### src/rtl/arm_seq_if.sv
// Bundle of instruction/data memory handshakes and sequencer status outputs.
// The master modport is the sequencer side; the slave modport is the environment side.
interface arm_seq_if;
    logic [15:0] imem_data;
    logic        imem_ready;
    logic        dmem_ready;
    logic [15:0] imem_addr;
    logic [15:0] inst;
    logic [2:0]  state;
    logic [15:0] pc;
    logic        halted;
    logic [15:0] retired;

    modport master (
        input  imem_data, imem_ready, dmem_ready,
        output imem_addr, inst, state, pc, halted, retired
    );

    modport slave (
        output imem_data, imem_ready, dmem_ready,
        input  imem_addr, inst, state, pc, halted, retired
    );
endinterface

### src/rtl/arm_sequencer.sv
// Multi-cycle instruction sequencer: fetch, one or two execute phases, and an absorbing halt.
// Every output is a register or a decode of registered state.
module arm_sequencer #(
    parameter logic [15:0] RESET_PC = 16'h0000
) (
    input  logic       clk,
    input  logic       rst,
    arm_seq_if.master  bus
);

    // One-hot phase encoding seen by the ALU; HALT is all-zero.
    typedef enum logic [2:0] {
        S_HALT  = 3'b000,
        S_FETCH = 3'b001,
        S_EXEC1 = 3'b010,
        S_EXEC2 = 3'b100
    } state_t;

    localparam logic [3:0] OP_BRANCH = 4'b0000;
    localparam logic [3:0] OP_HALT   = 4'b0001;
    localparam logic [3:0] OP_LDR    = 4'b1110;

    state_t      state_q, state_d;
    logic [15:0] pc_q, pc_d;
    logic [15:0] inst_q, inst_d;
    logic [15:0] retired_q, retired_d;

    logic is_ldr, is_branch, is_halt;
    logic [15:0] branch_offset;

    assign is_ldr        = (inst_q[15:12] == OP_LDR);
    assign is_branch     = (inst_q[15:12] == OP_BRANCH);
    assign is_halt       = (inst_q[15:12] == OP_HALT);
    assign branch_offset = {{8{inst_q[7]}}, inst_q[7:0]};

    // NOTE: sequential state uses non-blocking assignments so every register
    // samples the pre-edge values computed by the combinational block.
    always_ff @(posedge clk) begin
        if (rst) begin
            state_q   <= S_FETCH;
            pc_q      <= RESET_PC;
            inst_q    <= 16'h0000;
            retired_q <= 16'h0000;
        end else begin
            state_q   <= state_d;
            pc_q      <= pc_d;
            inst_q    <= inst_d;
            retired_q <= retired_d;
        end
    end

    always_comb begin
        // NOTE: hold-by-default assignments first, so no path leaves a latch.
        state_d   = state_q;
        pc_d      = pc_q;
        inst_d    = inst_q;
        retired_d = retired_q;

        case (state_q)
            S_FETCH: begin
                if (bus.imem_ready) begin
                    inst_d  = bus.imem_data;
                    state_d = S_EXEC1;
                end
            end
            S_EXEC1: begin
                if (is_ldr) begin
                    state_d = S_EXEC2;
                end else if (is_halt) begin
                    state_d   = S_HALT;
                    retired_d = retired_q + 16'd1;
                end else if (is_branch) begin
                    pc_d      = pc_q + branch_offset;
                    retired_d = retired_q + 16'd1;
                    state_d   = S_FETCH;
                end else begin
                    pc_d      = pc_q + 16'd1;
                    retired_d = retired_q + 16'd1;
                    state_d   = S_FETCH;
                end
            end
            S_EXEC2: begin
                if (bus.dmem_ready) begin
                    pc_d      = pc_q + 16'd1;
                    retired_d = retired_q + 16'd1;
                    state_d   = S_FETCH;
                end
            end
            S_HALT: begin
                state_d = S_HALT;
            end
            default: begin
                // Illegal encodings recover to a fresh fetch.
                state_d = S_FETCH;
            end
        endcase
    end

    assign bus.imem_addr = pc_q;
    assign bus.pc        = pc_q;
    assign bus.inst      = inst_q;
    assign bus.state     = state_q;
    assign bus.retired   = retired_q;
    assign bus.halted    = (state_q == S_HALT);

endmodule

### src/flat_wrapper.sv
// flat-port wrapper written by rule: the top's interface ports become plain ports
module arm_sequencer_flat 
#(
    parameter logic [15:0] RESET_PC = 16'h0000
)
  (clk, rst, bus_imem_data, bus_imem_ready, bus_dmem_ready, bus_imem_addr, bus_inst, bus_state, bus_pc, bus_halted, bus_retired);
  arm_seq_if bus_i ();
  input  logic clk;
  input  logic rst;
  input wire logic [$bits(bus_i.imem_data)-1:0] bus_imem_data;
  input wire logic [$bits(bus_i.imem_ready)-1:0] bus_imem_ready;
  input wire logic [$bits(bus_i.dmem_ready)-1:0] bus_dmem_ready;
  output wire logic [$bits(bus_i.imem_addr)-1:0] bus_imem_addr;
  output wire logic [$bits(bus_i.inst)-1:0] bus_inst;
  output wire logic [$bits(bus_i.state)-1:0] bus_state;
  output wire logic [$bits(bus_i.pc)-1:0] bus_pc;
  output wire logic [$bits(bus_i.halted)-1:0] bus_halted;
  output wire logic [$bits(bus_i.retired)-1:0] bus_retired;
  assign bus_i.imem_data = bus_imem_data;
  assign bus_i.imem_ready = bus_imem_ready;
  assign bus_i.dmem_ready = bus_dmem_ready;
  assign bus_imem_addr = bus_i.imem_addr;
  assign bus_inst = bus_i.inst;
  assign bus_state = bus_i.state;
  assign bus_pc = bus_i.pc;
  assign bus_halted = bus_i.halted;
  assign bus_retired = bus_i.retired;
  arm_sequencer #(.RESET_PC(RESET_PC)) u_core (.clk(clk), .rst(rst), .bus(bus_i));
endmodule
### config.mk
export PLATFORM = sky130hd
export DESIGN_NAME = arm_sequencer_flat
export DESIGN_NICKNAME = d
export VERILOG_FILES = /design/src/rtl/arm_seq_if.sv /design/src/rtl/arm_sequencer.sv /design/src/flat_wrapper.sv
export SDC_FILE = /design/constraint.sdc
export NUM_CORES = 1
export LEC_CHECK = 0
export ABC_AREA = 1
export BUFFER_PORTS_ARGS = -buffer_cell sky130_fd_sc_hd__buf_2
export CAP_MARGIN = 30
export CORE_MARGIN = 1
export CORE_UTILIZATION = 49
export CTS_CLUSTER_DIAMETER = 120
export DETAILED_ROUTE_END_ITERATION = 10
export GPL_ROUTABILITY_DRIVEN = 1
export PLACE_DENSITY = 0.8
export SYNTH_ARGS = -nofsm -noshare
export SYNTH_HDL_FRONTEND = slang
export SYNTH_SLANG_ARGS = --single-unit
### constraint.sdc
create_clock -name clk -period 1.9 [get_ports clk]
set_input_delay 0.38 -clock clk [delete_from_list [all_inputs] [get_ports clk]]
set_output_delay 0.38 -clock clk [all_outputs]
set_load 0.02 [all_outputs]
# Yosys cells after proc, flatten, opt, wreduce, memory -nomap -nowiden
# Cells that the tools add are included.
# W data, S select, Z words.
[op_classes]
n_addsub = 3
mux = 13
eq_ne = 9
reduce_logical = 7
[op_table]
columns = ["op", "n"]
rows = [
  ["$mux W16", 6],
  ["$pmux W16 S2", 2],
  ["$add A16 B1 Y16 const B", 2],
  ["$add A16 B16 Y16", 1],
  ["$pmux W3 S4", 1],
  ["$mux W3", 3],
  ["$ne A2 B2 Y1 const B", 4],
  ["$eq A4 B1 Y1 const B", 1],
  ["$eq A4 B4 Y1 const B", 1],
  ["$logic_not A4 Y1", 1],
  ["$reduce_and A2 Y1", 2],
  ["$reduce_and A4 Y1", 1],
  ["$eq A3 B1 Y1 const B", 1],
  ["$eq A3 B2 Y1 const B", 1],
  ["$eq A3 B3 Y1 const B", 1],
  ["$logic_not A3 Y1", 1],
  ["$reduce_and A3 Y1", 1],
  ["$reduce_bool A2 Y1", 1],
  ["$mux W1", 1],
]
[totals]
elab_cells = 36
input_bits = 20
reg_bits = 51
out_inout_bits = 68

# Depth between registers and ports, before layout
# Gate-level depths: netlist (run 1).
[logic_depth]
depth_word = 5
depth_mapped = 12
mapped_depth_nobuf = 12

# Least setup slack after synthesis (run 1)
# No wires, ideal clock.
[synth_timing]
kind = "register to register"
startpoint = "reg u_core.pc_q[0], in the netlist u_core.bus.imem_addr[0]"
endpoint = "reg u_core.pc_q[4], in the netlist u_core.bus.imem_addr[4]"
required_time_ps = 1783
arrival_ps = 1741
path_slack_ps = 42
path_stages_with_launch = 9
setup_ps = 117
path_cell_list = "dfxtp_1 -> ha_1 -> fa_1 -> nand3_1 -> nand3_1 -> xor2_1 -> or2_0 -> a21oi_1 -> nor2_1"
[synth_via]
elab_chain_len = 5
[synth_rtl]
columns = ["element", "line_no", "source"]
rows = [
  ["start: declaration", "arm_sequencer.sv:24", "logic [15:0] pc_q, pc_d;"],
  ["start signal: assignment", "arm_sequencer.sv:46", "pc_q <= pc_d;"],
  ["$add A16 B1 Y16 or $add A16 B16 Y16 (tied branches)", "arm_sequencer.sv:77, arm_sequencer.sv:84, arm_sequencer.sv:73", ""],
  ["$mux W16", "arm_sequencer.sv:72", "end else if (is_branch) begin"],
  ["$mux W16", "arm_sequencer.sv:69", "end else if (is_halt) begin"],
  ["$mux W16", "arm_sequencer.sv:67", "if (is_ldr) begin"],
  ["$pmux W16 S2 *", "arm_sequencer.sv:59", "case (state_q)"],
]
# Mark *: on every way between the ends. The rest lies on a longest branch, timed or not. The select of a mux whose other input is x is not followed.
# A chain may end at the register's enable or synchronous reset.

# Worst setup path after layout (run 1)
[layout_timing]
startpoint = "reg u_core.inst_q[0], in the netlist u_core.bus.inst[0]"
endpoint = "reg u_core.pc_q[4], in the netlist u_core.bus.imem_addr[4]"
[layout_via]
elab_chain_len = 5
[layout_rtl]
columns = ["element", "line_no", "source"]
rows = [
  ["start: declaration", "arm_sequencer.sv:25", "logic [15:0] inst_q, inst_d;"],
  ["start signal: assignment", "arm_sequencer.sv:47", "inst_q <= inst_d;"],
  ["$add A16 B16 Y16", "arm_sequencer.sv:73", "pc_d = pc_q + branch_offset;"],
  ["$mux W16", "arm_sequencer.sv:72", ""],
  ["$mux W16", "arm_sequencer.sv:69", ""],
  ["$mux W16", "arm_sequencer.sv:67", ""],
  ["$pmux W16 S2", "arm_sequencer.sv:59", ""],
]
# No other way between the ends. The select of a mux whose other input is x is not followed.

==> results of run 1 <==
## layout make-up
cell class / count / area share
flip-flops and latches: 51 / 0.238
multi-input cells: 425 / 0.500
clock buffers: 6 / 0.0191
inverters: 74 / 0.0643
clock inverters: 2 / 0.00811
well taps: 99 / 0.0287
repair buffers: 109 / 0.142
## cell families after synthesis
| kind of cell | count (synthesis) |
|---|---|
| xor+xnor | 11 |
| simple gates | 292 |
| compound gates | 104 |
| buf+inv | 106 |
| fa+ha+maj | 18 |
| flops | 51 |
## how the worst min path moves through the flow
stage / startpoint / end / slack (ns) / depth (start not counted)
after floorplan: u_core.bus.retired[12]$_SDFFE_PP0P_ / u_core.bus.retired[12]$_SDFFE_PP0P_ / 0.54 / 2
after global placement: u_core.bus.inst[9]$_SDFFE_PP0P_ / u_core.bus.inst[9]$_SDFFE_PP0P_ / 0.45 / 2
after global routing: bus_imem_data[11] / u_core.bus.inst[11]$_SDFFE_PP0P_ / 0.32 / 3
final: bus_imem_data[11] / u_core.bus.inst[11]$_SDFFE_PP0P_ / 0.32 / 3
after detailed placement: u_core.bus.inst[11]$_SDFFE_PP0P_ / u_core.bus.inst[11]$_SDFFE_PP0P_ / 0.46 / 2
after CTS: bus_imem_data[11] / u_core.bus.inst[11]$_SDFFE_PP0P_ / 0.32 / 3
## stage by stage
| step | power, uW | util | instance area [sq um] | instances |
|---|---|---|---|---|
| after global placement | 1720 | 0.579 | 4180 | 758 |
| after detailed placement | 1730 | 0.579 | 4180 | 758 |
| after CTS | 2530 | 0.595 | 4290 | 766 |
| after global routing | 2640 | 0.599 | 4320 | 766 |
| after floorplan | 1560 | - | 3640 | 582 |
| final | 2530 | 0.599 | 4320 | 766 |
## registers in the layout (all words and copies together) (netlist names)
signal and cells:
u_core.bus.state 3, u_core.bus.imem_addr 16, u_core.bus.retired 16, u_core.bus.inst 16
## worst min-delay path, delay by kind of cell
family / cells / cell delay (ns)
and+or+nand+nor: 1 / 0.07
buffers and inverters: 1 / 0.10
AOI/OAI and AO/OA: 1 / 0.06
## per-layer routing
layer  GRT usage  vias to the layer above  part of all wire
li1            -                     2049                 -
met1       0.335                     1835              0.44
met2       0.466                      141              0.49
met3      0.0386                       15             0.054
met4      0.0997                        0             0.016
met5           0                        -                 0
## where the power goes
group	switching (uW)	internal [uW]
clock network	390	427
registers	40.9	1110
logic	359	204
total	790	1740
## layout by cell type (no fill, tap or decap), types with 5 or more instances in the layout
cell | Yosys | routed
nand2_1 | 160 | 160
nor3_1 | 7 | 7
dfxtp_1 | 51 | 47
nand4_1 | 8 | 8
xnor2_1 | 5 | 5
buf_4 | 16 | 21
nand3_2 | 3 | 5
nand3_1 | 54 | 52
a21oi_1 | 70 | 69
o21ai_0 | 26 | 25
buf_2 | 5 | 87
xor2_1 | 6 | 6
clkbuf_8 | 0 | 6
ha_1 | 17 | 17
nor2_1 | 46 | 45
inv_1 | 70 | 70
## timing repair
item                                    4_1_cts  5_1_grt
gates resized for setup                       0       11
endpoints found under the setup margin        0       10
hold buffers                                  0        0
==> impl_metrics.py, run 1 <==
metrics = {
    "setup_path": {
        "cp_num_buf_inv": 0,
        "reg2reg_from": "u_core.bus.inst[0]$_SDFFE_PP0P_",
        "regToRegEndpoint": "u_core.bus.imem_addr[4]$_SDFFE_PP0P_",
        "cp-end-kind": "register",
        "path_depth": 8,
        "arrival_ns": 1.98,
        "max_stage_delay_ns": 0.37,
        "path_delay_family": "adder cells",
        "cp-start-kind": "register",
        "crit_chain": "ha_1 -> fa_2 -> nand3_1 -> nand3_2 -> xor2_1 -> or2_0 -> a21oi_1 -> nor2_1",
        "crit_path_top_delay_cell": "fa_2",
        "cp-startpoint": "u_core.bus.inst[0]$_SDFFE_PP0P_",
        "regToRegSetupSlack_ns": 0.14,
        "critical_path_class": "reg -> reg",
        "endpoint": "u_core.bus.imem_addr[4]$_SDFFE_PP0P_",
        "crit_fanout": 3,
        "required_ns": 2.12,
        "rr_worst_depth": 8,
    },
    "min_path": {
        "hold_class": "in -> reg",
    },
    "logic_synthesis": {
        "ys_seq_area_frac": 0.280,
        "synth.most_common_cell": "nand2_1",
        "synth.area.top_cells": "dfxtp_1, nand2_1, a21oi_1",
        "syn_nets": 620,
        "synth_top_family_by_area": "simple AND/OR/NAND/NOR gates",
        "yosys_register_bits": 51,
        "synthCells": 582,
        "synth_compound_area_frac": 0.147,
        "synthArstFlopShare": 0,
        "ys_top_cells_by_count": "nand2_1, a21oi_1, inv_1, nand3_1, dfxtp_1",
        "ys_types": 34,
        "netlist_area_sq_um": 3640,
        "synthXorXnorAreaFrac": 0.0265,
        "synth_top_area_share": 0.280,
        "synth_flop_cell": "dfxtp_1",
        "synth_top_area_cell": "dfxtp_1",
        "synth_edf_count": 0,
        "yosys.area_share.simple": 0.351,
        "synthMuxAreaShare": 0,
        "syn_avg_cell_area_sq_um": 6.26,
        "synth_fa_ha_area_frac": 0.0639,
        "synth_warnings": 0,
    },
    "timing": {
        "setup_ws_ns": 0.140,
        "hold_viol": 0,
        "period_share": 0.926,
        "finalSetupViolCount": 0,
        "finalMaxSlewViolations": 0,
        "clock_skew_ns": 0.00659,
        "relSlewSlack": 0.609,
        "fmax_mhz": 568,
        "tightest_slew_ns": 0.585,
        "holdWs_ns": 0.323,
        "layout_min_cycle_time_ns": 1.76,
        "totalNegativeSetupSlack_ns": 0,
    },
    "global_routing": {
        "grt_pass1_vias": 3708,
        "grt_first_pass_wirelength_mm": 16.4,
        "overflow": 0,
        "grt_max_degree": 34,
        "antenna_found_initial": 0,
        "grt_usage": 0.268,
    },
    "detailed_routing": {
        "drt-initial-drc-count": 212,
        "ant_nets": 0,
        "via_per_inst": 5.27,
        "drt-pass1-iter-count": 5,
        "wl_per_cell_um": 13.1,
        "wirelength_mm": 10.1,
        "drc": 0,
        "vias": 4040,
    },
    "final_layout": {
        "area_growth_pct": 18.7,
        "multi_input_area_sq_um": 2160,
        "nFillCells": 696,
        "ff_latch_area_sq_um": 1030,
        "fin_nets": 704,
        "drive_above_1_share": 0.214,
        "insertedDiodeCount": 0,
    },
    "floorplanning": {
        "die_area_sq_um": 7780,
        "pin_count": 88,
        "initial_core_util": 0.505,
        "die_w_um": 88.2,
        "fp.dieH_um": 88.2,
        "rows": 31,
        "core_sq_um": 7210,
    },
    "pwr": {
        "peakVddDrop_uv": 356,
        "power.leakage_uw": 0.00216,
        "powerDensity_nw_per_um2": 585,
    },
    "place": {
        "portBuffers": 87,
        "gp_congestion": 0.879,
        "hpwl_mm": 7.58,
        "post-place-ws_ns": 0.0683,
    },
    "clock_network": {
        "postCtsSetupBuffers": 0,
        "h-tree-depth": 2,
        "clkSinkCount": 51,
        "insertion_delay_ns": 0.31,
        "cts_root_buf": "clkbuf_8",
        "numCtsBuffers": 5,
        "clk_pin_slew_ns": 0.10,
        "cts_tree": "built",
        "clockBufferDepth": 2,
    },
    "job": {
        "maxCapViolCount": 0,
    },
    "status": {
        "status": "finished clean",
    },
}
No activity file was read; power rests on OpenSTA's default activity.
==> run 2: changes to the inputs <==
- CORE_ASPECT_RATIO: default -> 0.6
- RECOVER_POWER: default -> 50
==> run 2 against run 1 <==
Die area is 0.15% higher. Non-clock buffer count up 1. Sequential share of layout area decreased by 0.44 points. First-iteration DRC count increased by 57%. Power grew 4.2%. Clock skew down 0.0026 ns. Hold slack improved by 0.022 ns. Utilization increased by 3.4 points. Register-to-register slack got worse by 0.04 ns. Worst setup slack got worse by 0.039 ns. Sequential power barely moved.
==> impl_metrics.py, run 2 (same netlist as run 1, synthesis figures left out) <==
metrics = {
    "job": {
        "maxCapViolCount": 0,
    },
    "floorplanning": {
        "rows": 23,
        "core_sq_um": 6940,
        "initial_core_util": 0.525,
        "fp.dieH_um": 68.8,
        "die_w_um": 113,
        "pin_count": 88,
        "die_area_sq_um": 7790,
    },
    "min_path": {
        "hold_class": "in -> reg",
        "hp-start": "bus_imem_data[14]",
    },
    "clock_network": {
        "clkSinkCount": 51,
        "h-tree-depth": 2,
        "cts_root_buf": "clkbuf_16",
        "clockBufferDepth": 2,
        "cts_tree": "built",
        "insertion_delay_ns": 0.30,
        "clk_pin_slew_ns": 0.07,
        "numCtsBuffers": 5,
    },
    "final_layout": {
        "fin_cells": 768,
        "fin_nets": 705,
        "layout_common_cells": "nand2_1, inv_1, a21oi_1",
        "layout_commonest_cell": "nand2_1",
        "area_growth_pct": 20.6,
        "insertedDiodeCount": 0,
        "fin_area_sq_um": 4390,
        "drive_above_1_share": 0.162,
    },
    "setup_path": {
        "cp-start-kind": "register",
        "required_ns": 2.09,
        "cp-startpoint": "u_core.bus.inst[0]$_SDFFE_PP0P_",
        "crit_fanout": 3,
        "arrival_ns": 1.99,
        "critical_path_class": "reg -> reg",
        "cp-end-kind": "register",
        "reg2reg_from": "u_core.bus.inst[0]$_SDFFE_PP0P_",
    },
    "detailed_routing": {
        "drc": 0,
        "via_per_inst": 5.27,
        "wirelength_mm": 10.7,
        "ant_nets": 0,
        "drt-initial-drc-count": 332,
        "drt-pass1-iter-count": 5,
        "wl_per_cell_um": 13.9,
        "vias": 4049,
    },
    "place": {
        "placed_area_sq_um": 4170,
        "hpwl_mm": 8.12,
        "dpl.cell_count": 758,
        "gp_congestion": 0.920,
        "portBuffers": 87,
        "post-place-ws_ns": 0.00384,
    },
    "pwr": {
        "power.leakage_uw": 0.00194,
        "sw_frac_of_total": 0.318,
        "power.internal_uw": 1800,
        "peakVddDrop_uv": 502,
        "switchingPower_uw": 837,
        "seq_power_share": 0.434,
        "comb_power_share": 0.218,
        "p_clk_frac": 0.348,
        "powerDensity_nw_per_um2": 600,
    },
    "timing": {
        "clock_skew_ns": 0.00395,
        "totalNegativeSetupSlack_ns": 0,
        "tightest_slew_ns": 0.593,
        "hold_viol": 0,
        "finalMaxSlewViolations": 0,
        "setup_ws_ns": 0.101,
        "finalSetupViolCount": 0,
        "relSlewSlack": 0.603,
        "period_share": 0.947,
        "rsz0062_at_grt": "false",
        "fmax_mhz": 556,
        "layout_min_cycle_time_ns": 1.80,
        "holdWs_ns": 0.345,
    },
    "global_routing": {
        "grt_usage": 0.274,
        "antenna_found_initial": 0,
        "grt_first_pass_wirelength_mm": 16.4,
        "grt_pass1_vias": 3396,
        "grt_max_degree": 34,
        "overflow": 0,
    },
    "status": {
        "status": "finished clean",
    },
}
==> run 2: cell count changes in the layout (fill, tap and decap cells not counted), sizes merged <==
cell	delta
clkbuf	+52
bufinv	-1
clkinvlp	+1
buf	-51
==> run 2: worst paths after layout <==
path	slack [ns]	cells after the start	end
worst max-delay path	0.10	8	u_core.bus.imem_addr[4]$_SDFFE_PP0P_
worst min-delay path	0.34	3	u_core.bus.inst[14]$_SDFFE_PP0P_
worst max register to register	0.10	8	u_core.bus.imem_addr[4]$_SDFFE_PP0P_
worst min register to register	0.47	2	u_core.bus.inst[10]$_SDFFE_PP0P_
==> run 2: stage by stage <==
stage               power [uW]  utilization
floorplan                 1560            -
global placement          1710        0.601
detailed placement        1720        0.601
CTS                       2620        0.623
global route              2750        0.633
finish                    2630        0.633
==> run 2: power groups by stage <==
| stage | Clock (uW) | Combinational [uW] | Sequential (uW) |
|---|---|---|---|
| final | 917 | 574 | 1140 |
| after global routing | 975 | 629 | 1150 |
| after CTS | 922 | 558 | 1140 |
| after detailed placement | 0 | 553 | 1170 |
| after global placement | 0 | 544 | 1160 |
| after floorplan | 0 | 338 | 1220 |
==> run 2: timing repair <==
item	4_1_cts	5_1_grt
gates resized for setup	2	31
pin swaps	0	3
setup endpoints to repair	2	9
buffers inserted	0	2
hold buffers	0	0
==> run 2: critical path: stages (launching register included) <==
cell and delay (ns):
dfxtp_1 0.33, ha_2 0.21, fa_2 0.39, nand3_1 0.12, nand3_2 0.12, xor2_1 0.16, or2_0 0.19, a21oi_1 0.13
nor2_1 0.05
==> run 2: area by class of cell <==
cell class | count | area (sq um)
clock buffers | 6 | 129
well taps | 100 | 125
repair buffers | 110 | 553
fillers | 679 | 2540
inverters | 74 | 278
multi-input cells | 425 | 2270
flip-flops and latches | 51 | 1030
clock inverters | 2 | 12.5
==> run 2: layer usage <==
metal | part of all wire | wire length [um] | GRT usage | vias up
met5 | 0 | 0 | 0 | -
met3 | 0.081 | 861 | 0.0551 | 18
met2 | 0.42 | 4490 | 0.410 | 184
li1 | - | - | - | 2040
met4 | 0.013 | 136 | 0.0707 | 0
met1 | 0.49 | 5170 | 0.401 | 1807
==> run 3: changes to the inputs <==
- CORE_MARGIN: 1 -> 1.5
==> run 3 against run 2 <==
Via count is 1.5% higher. Worst setup slack better by 0.015 ns. Register-to-register slack about the same. Critical path type unchanged. Sequential power barely moved. Fmax rose by 0.82%. Routed wire length rose by 0.55%. Hold slack better by 0.0047 ns. Sequential cell count did not move.
==> impl_metrics.py, run 3 (same netlist as run 1, synthesis figures left out) <==
metrics = {
    "min_path": {
        "hold_class": "in -> reg",
    },
    "setup_path": {
        "rr_worst_depth": 8,
        "crit_path_top_delay_cell": "fa_2",
        "max_stage_delay_ns": 0.38,
        "cp-startpoint": "u_core.bus.inst[0]$_SDFFE_PP0P_",
        "required_ns": 2.09,
        "cp-end-kind": "register",
        "endpoint": "u_core.bus.imem_addr[4]$_SDFFE_PP0P_",
        "critical_path_class": "reg -> reg",
        "regToRegSetupSlack_ns": 0.12,
        "crit_chain": "ha_1 -> fa_2 -> nand3_1 -> nand3_2 -> xor2_1 -> or2_0 -> a21oi_1 -> nor2_1",
        "crit_fanout": 3,
        "reg2reg_from": "u_core.bus.inst[0]$_SDFFE_PP0P_",
        "regToRegEndpoint": "u_core.bus.imem_addr[4]$_SDFFE_PP0P_",
        "arrival_ns": 1.98,
        "cp-start-kind": "register",
    },
    "global_routing": {
        "antenna_found_initial": 0,
        "grt_pass1_vias": 3630,
        "grt_max_degree": 34,
        "grt_first_pass_wirelength_mm": 17.4,
        "grt_usage": 0.273,
        "overflow": 0,
    },
    "floorplanning": {
        "core_sq_um": 7240,
        "rows": 24,
        "die_w_um": 114,
        "die_area_sq_um": 7970,
        "fp.dieH_um": 69.8,
        "pin_count": 88,
        "initial_core_util": 0.503,
    },
    "status": {
        "status": "finished clean",
    },
    "timing": {
        "finalMaxSlewViolations": 0,
        "relSlewSlack": 0.579,
        "hold_viol": 0,
        "finalSetupViolCount": 0,
        "layout_min_cycle_time_ns": 1.78,
        "period_share": 0.939,
        "setup_ws_ns": 0.115,
        "tightest_slew_ns": 0.630,
        "fmax_mhz": 560,
        "clock_skew_ns": 0.00282,
    },
    "clock_network": {
        "h-tree-depth": 2,
        "postCtsSetupBuffers": 0,
        "numCtsBuffers": 5,
        "cts_root_buf": "clkbuf_16",
        "clkSinkCount": 51,
        "clk_pin_slew_ns": 0.07,
        "cts_tree": "built",
        "postCtsHoldBufs": 0,
        "clockBufferDepth": 2,
        "insertion_delay_ns": 0.30,
    },
    "detailed_routing": {
        "via_per_inst": 5.34,
        "vias": 4109,
        "drt-pass1-iter-count": 5,
        "ant_nets": 0,
        "wirelength_mm": 10.7,
        "wl_per_cell_um": 13.9,
        "drt-initial-drc-count": 256,
        "drc": 0,
    },
    "pwr": {
        "peakVddDrop_uv": 428,
        "powerDensity_nw_per_um2": 612,
        "power.leakage_uw": 0.00192,
    },
    "place": {
        "portBuffers": 87,
        "gp_congestion": 0.924,
        "dpl.cell_count": 761,
        "hpwl_mm": 8.11,
        "post-place-ws_ns": -0.0323,
    },
    "final_layout": {
        "fin_cells": 769,
        "area_growth_pct": 17.7,
        "layout_common_cells": "nand2_1, inv_1, a21oi_1",
        "drive_above_1_share": 0.138,
        "layout_commonest_cell": "nand2_1",
        "fin_nets": 702,
        "insertedDiodeCount": 0,
    },
    "job": {
        "maxCapViolCount": 0,
    },
}
==> run 3: cell types whose count changed in the layout (fill, tap and decap cells not counted), sizes merged <==
cell	delta
clkinv	+1
buf	-5
inv	+1
clkbuf	+1
clkinvlp	-1
==> run 3: repair_timing <==
item | 4_1_cts | 5_1_grt
resized for setup | 1 | 18
setup endpoints to repair | 1 | 8
cloned | 0 | 0
pin swaps | 0 | 0
==> run 3: how the worst min path moves through the flow <==
stage / startpoint / end / slack, ns / cells after the start
floorplan: u_core.bus.retired[12]$_SDFFE_PP0P_ / u_core.bus.retired[12]$_SDFFE_PP0P_ / 0.54 / 2
global placement: u_core.bus.inst[11]$_SDFFE_PP0P_ / u_core.bus.inst[11]$_SDFFE_PP0P_ / 0.45 / 2
detailed placement: u_core.bus.inst[8]$_SDFFE_PP0P_ / u_core.bus.inst[8]$_SDFFE_PP0P_ / 0.46 / 2
CTS: bus_imem_data[11] / u_core.bus.inst[11]$_SDFFE_PP0P_ / 0.34 / 3
global route: bus_imem_data[8] / u_core.bus.inst[8]$_SDFFE_PP0P_ / 0.35 / 3
finish: bus_imem_data[11] / u_core.bus.inst[11]$_SDFFE_PP0P_ / 0.35 / 3
==> run 3: worst max-delay path: cells and delay by family, from the launching register on <==
family	cells	cell delay [ns]
simple gates	4	0.46
fa+ha+maj	2	0.61
xor+xnor	1	0.14
compound gates	1	0.13
flops	1	0.33
==> run 3: cell type report <==
cell class                 count  area [sq um]
timing repair buffer         107           518
tap                          104           130
clock buffer                   5           125
multi-input combinational    425          2190
fill                         729          2950
clock inverter                 3          22.5
inverter                      74           278
sequential                    51          1030
==> run 3: per-stage QoR <==
step / TNS, ns / hold WS (ns) / instance area (sq um) / util / power (uW)
2_1_floorplan: 0 / 0.540 / 3640 / - / 1560
3_3_place_gp: 0 / 0.446 / 4160 / 0.574 / 1700
3_5_place_dp: -0.0323 / 0.455 / 4160 / 0.574 / 1720
4_1_cts: 0 / 0.345 / 4300 / 0.595 / 2630
5_1_grt: -0.00751 / 0.353 / 4290 / 0.592 / 2740
6_report: 0 / 0.349 / 4290 / 0.592 / 2620
==> run 3: routing by layer <==
layer | share of wire | GRT usage | vias up
met5 | 0 | 0 | -
met3 | 0.072 | 0.0524 | 11
li1 | - | - | 2039
met4 | 0.011 | 0.0597 | 0
met1 | 0.49 | 0.413 | 1883
met2 | 0.42 | 0.399 | 176
==> run 3: where the power goes <==
group | switching [uW] | internal (uW) | total, uW
Combinational | 363 | 183 | 547
Sequential | 40.4 | 1110 | 1150
Clock | 436 | 494 | 930
Total | 840 | 1780 | 2620
